`src/rtl/logic_unit_acc.sv`:
```
// Registered WIDTH-bit bitwise logic unit with eight ops, an optional multi-beat
// accumulate (reduction) mode and valid/ready flow control on both sides.
module logic_unit_acc #(
    parameter int WIDTH  = 8,
    parameter bit ACC_EN = 1'b1
) (
    input  logic             clk,
    input  logic             rst_n,
    input  logic             inValid,
    output logic             inReady,
    input  logic [WIDTH-1:0] inA,
    input  logic [WIDTH-1:0] inB,
    input  logic [2:0]       inOp,
    input  logic             inAcc,
    input  logic             inLast,
    output logic             outValid,
    input  logic             outReady,
    output logic [WIDTH-1:0] outY,
    output logic             outZero,
    output logic             outOnes,
    output logic             stateDbg
);

    // Handshake: a beat transfers on a rising edge where inValid && inReady; a
    // result transfers where outValid && outReady. inReady = !outValid || outReady,
    // so accumulate beats stall behind an unconsumed result exactly like producing beats.

    typedef enum logic {IDLE = 1'b0, ACCUM = 1'b1} state_t;

    state_t           state, state_nxt;
    logic [WIDTH-1:0] acc;
    logic             accept;
    logic             is_acc;
    logic             produce;
    logic             acc_load;
    logic [WIDTH-1:0] res_val;
    logic [WIDTH-1:0] acc_val;

    function automatic logic [WIDTH-1:0] bitop(input logic [2:0] op,
                                               input logic [WIDTH-1:0] x,
                                               input logic [WIDTH-1:0] y);
        logic [WIDTH-1:0] r;
        case (op)
            3'b000:  r = x & y;
            3'b001:  r = x | y;
            3'b010:  r = x ^ y;
            3'b011:  r = ~(x & y);
            3'b100:  r = ~(x | y);
            3'b101:  r = ~(x ^ y);
            3'b110:  r = ~x;
            default: r = x;
        endcase
        return r;
    endfunction

    assign inReady = !outValid || outReady;
    assign accept  = inValid && inReady;
    assign is_acc  = ACC_EN && inAcc;

    always_ff @(posedge clk or negedge rst_n) begin
        if (!rst_n) begin
            state <= IDLE;
        end else begin
            state <= state_nxt;
        end
    end

    // A normal beat always closes (or discards) any open accumulation.
    always_comb begin
        state_nxt = state;
        if (accept) begin
            if (!is_acc || inLast) begin
                state_nxt = IDLE;
            end else begin
                state_nxt = ACCUM;
            end
        end
    end

    always_comb begin
        produce  = 1'b0;
        acc_load = 1'b0;
        res_val  = '0;
        acc_val  = acc;
        stateDbg = (state == ACCUM);
        if (accept) begin
            if (!is_acc) begin
                produce = 1'b1;
                res_val = bitop(inOp, inA, inB);
            end else if (state == IDLE) begin
                // The first element is taken as-is; inOp only combines later elements.
                produce  = inLast;
                acc_load = !inLast;
                res_val  = inA;
                acc_val  = inA;
            end else begin
                produce  = inLast;
                acc_load = !inLast;
                res_val  = bitop(inOp, acc, inA);
                acc_val  = bitop(inOp, acc, inA);
            end
        end
    end

    always_ff @(posedge clk or negedge rst_n) begin
        if (!rst_n) begin
            acc <= '0;
        end else if (acc_load) begin
            acc <= acc_val;
        end
    end

    always_ff @(posedge clk or negedge rst_n) begin
        if (!rst_n) begin
            outValid <= 1'b0;
            outY     <= '0;
        end else if (produce) begin
            outValid <= 1'b1;
            outY     <= res_val;
        end else if (outReady) begin
            outValid <= 1'b0;
        end
    end

    assign outZero = (outY == '0);
    assign outOnes = (outY == '1);

endmodule

```
`config.mk`:
```
export PLATFORM = sky130hd
export DESIGN_NAME = logic_unit_acc
export DESIGN_NICKNAME = d
export VERILOG_FILES = /design/src/rtl/logic_unit_acc.sv
export SDC_FILE = /design/constraint.sdc
export NUM_CORES = 1
export LEC_CHECK = 0
export CAP_MARGIN = 25
export CORE_UTILIZATION = 40
export DETAILED_ROUTE_END_ITERATION = 10
export MAX_ROUTING_LAYER = met4
export PLACE_DENSITY = 0.64
export SLEW_MARGIN = 15
export SYNTH_ARGS = -nofsm -noshare
export SYNTH_HDL_FRONTEND = slang
export SYNTH_SLANG_ARGS = --single-unit
```
`constraint.sdc`:
```
create_clock -name clk -period 3.5 [get_ports clk]
set_clock_uncertainty 0.05 [all_clocks]
set_input_delay 0.7 -clock clk [delete_from_list [all_inputs] [get_ports clk]]
set_output_delay 0.7 -clock clk [all_outputs]
set_load 0.01 [all_outputs]
```
==> impl_results.md <==
* Yosys cell types at between 50 and 60
* Internal at around 0.64 mW
* Fin Hold WS at just over 500 ps
* PostCTS Resize Cnt at 0
* Post-CTS Setup Bufs at 0
* RSZ-0062 raised after global routing: false
* Most frequent cells after synthesis: ha_1, inv_1, nand2_1
* Top routing layer in use: met4
* Initial Util at 0.4148
* Hold_buf cts at 0
* First-pass GRT wire length at 10560 um
* Final period utilization at 0.7728
* Clock root cell: clkbuf_8
* Proportion of layout cells with a drive suffix above 1 at 0.1061
* Critical hold path startpoint: acc[0]
* Area growth, synth to finish at 17.27%
* Pwr per Cell Area at around 360 mW/mm2
* Element type at the critical path start: input pin
* Clock buffer depth at 2
* Critical path class: input pin to output pin
* Clk network pwr share at 0.174
* Switching pwr at 0.3971 mW
* Yosys top cell area share at 0.1834
* Yosys reg bits at 18
* Reg-to-Reg Start: acc[0]
* Fin. max-slew vios at 0
* Vias in the first global route at between 2000 and 2500
* Vias per cell at a little under 6
* Worst Path Arrival at a little under 2000 ps
* Number of H-tree levels at 1
* Slew @ Worst Pin at 883.4 ps
* Final Cell Area at between 0.002 and 0.003 mm2
* Syn Nets at around 340
* Prevailing post-synth register cell: dfrtp_1
* Nets at 369
* CTS tree: built
* Wl on met1 at roughly 3000 um
* First-pass DRT Iterations at 7
* Maxcap violations at 0
* Met2 WL at 3042 um
* Antenna violations before repair at 0
* Switch share at 0.3843
* Final Hold Vio Count at 0
* Site row count at 28
* Number of remaining DRC errors at 1
* Total negative setup slack at 0 ps
* Routability cong. at between 0.8 and 0.9
* Origin of the worst setup path: outReady
* Port Buffers at 37
* Status: finished, violations left
* Fmax at approximately 370 MHz
* Combinational Power Share at 0.497
* Drt first-iter violations at approximately 170
* Routed WL at roughly 6400 um
* Die area at 0.006458 mm2
* CTS sink cnt at 18
* Hpwl dp at between 4000 and 5000 um
* Peak VDD IR at approximately 0.00016 V
* Synthesized area at 0.002456 mm2
* Number of antenna diodes at 0
* Post-DR wirelength/cell at 16.63 um
* TritonCTS Buffers at 3
* Worst Hold Class: flop to flop
* Clock transition at path regs at 80 ps
* Synth area leader: dfrtp_1
* Worst slew margin at 0.4092
* ANT nets after route at 0
* Grt ovf at 0
* Setup-failing EPs final at 0
* GRT Overall Usage at 0.2151
* Syn_area_per_cell at roughly 8.6 um2
* Sequential area share after synthesis at 0.1834
* Die W at roughly 80 um
* Flop2flop setup slack at 1550 ps
* Failing checks: design-rule violations
* WP data required at 2750 ps
* Yosys warning total at 0
* Cell count after synthesis at 287
* Worst skew pair latency at 260 ps
* Core area at approximately 0.006 mm2
* Synth async-reset ratio at 1.000
* Vias at 2301
* Critical-path maximum fanout at 7
* Count leader, synth: ha_1
* Final min period at 2705 ps
* Largest net degree at the start of global routing at 47
* Dominant cells by area after synthesis: dfrtp_1, ha_1, mux2_2
* CP endpoint kind: output pin
* Routed met3 length at 233 um
* Post-placement cell area at about 0.0028 mm2
* Die Y at between 80 and 90 um
* P_leak at about 1.3 nW
* Reg power frac at 0.329
* Number of synthesized flops with an enable pin at 0
* I/O pins at 38
==> final cells by class <==
class / count / area, um2
Fill cell: 578 / 3040
Clock buffer: 4 / 55.05
Tap cell: 75 / 93.84
Timing Repair Buffer: 40 / 405.4
Multi-Input combinational cell: 218 / 1757
Inverter: 31 / 118.9
Sequential cell: 18 / 450.4
==> routing by layer <==
layer	global-route usage	vias to the layer above
li1	-	1115
met1	0.2767	1111
met2	0.3500	65
met3	0.02614	10
met4	0.06786	0
met5	-	-
==> state kept, by name (all words and copies together), names as in the netlist <==
signal    cells
outY          8
stateDbg      1
outValid      1
acc           8
==> cells by family (layout without fill, tap and decap cells) <==
kind of cell | after synthesis | count (layout) | share of synthesized area
buf+inv | 51 | 75 | 0.1014
simple gates | 68 | 68 | 0.1447
fa+ha+maj | 32 | 32 | 0.1630
mux | 24 | 24 | 0.1274
compound gates | 94 | 94 | 0.2802
flops | 18 | 18 | 0.1834
==> power by group through the flow <==
stage                     Clock, mW  Combinational [mW]  Sequential (mW)
final                         0.180               0.513            0.340
after global routing          0.192               0.576            0.351
after CTS                     0.180               0.512            0.341
after detailed placement          0               0.509            0.344
after global placement            0               0.500            0.345
after floorplan                   0               0.348            0.330
==> stage by stage <==
stage               total power, mW  setup slack, ps  instances    util
global route                  1.119            720.6        386  0.4865
floorplan                    0.6775             1312        287       -
detailed placement           0.8535            601.2        382  0.4772
CTS                           1.032            791.0        386  0.4865
finish                        1.033            795.3        386  0.4865
global placement             0.8448            630.5        382  0.4772
==> worst max-delay path, cell delays in order <==
cell,delay (ps)
clkdlybuf4s50_1,440
nand2b_1,230
clkdlybuf4s50_1,580
==> worst paths after layout <==
kind / endpoint / cells after the start
max in group asynchronous: outY[7] / 1
worst min register to register: acc[0] / 2
min in group asynchronous: acc[4] / 1
worst max register to register: acc[0] / 6
worst max-delay path: inReady / 3
worst min-delay path: acc[0] / 2
==> layout by cell type (no fill, tap or decap), types with 7 or more instances in the layout <==
cell type / instances
a21oi_1: 14
a221o_1: 7
clkdlybuf4s50_1: 37
dfrtp_1: 18
ha_1: 32
inv_1: 28
mux2_2: 10
mux2i_1: 8
nand2_1: 19
nand2b_1: 11
nor2_1: 11
nor2b_1: 7
o21a_1: 7
o21ai_0: 13
No activity file was read; power rests on OpenSTA's default activity.
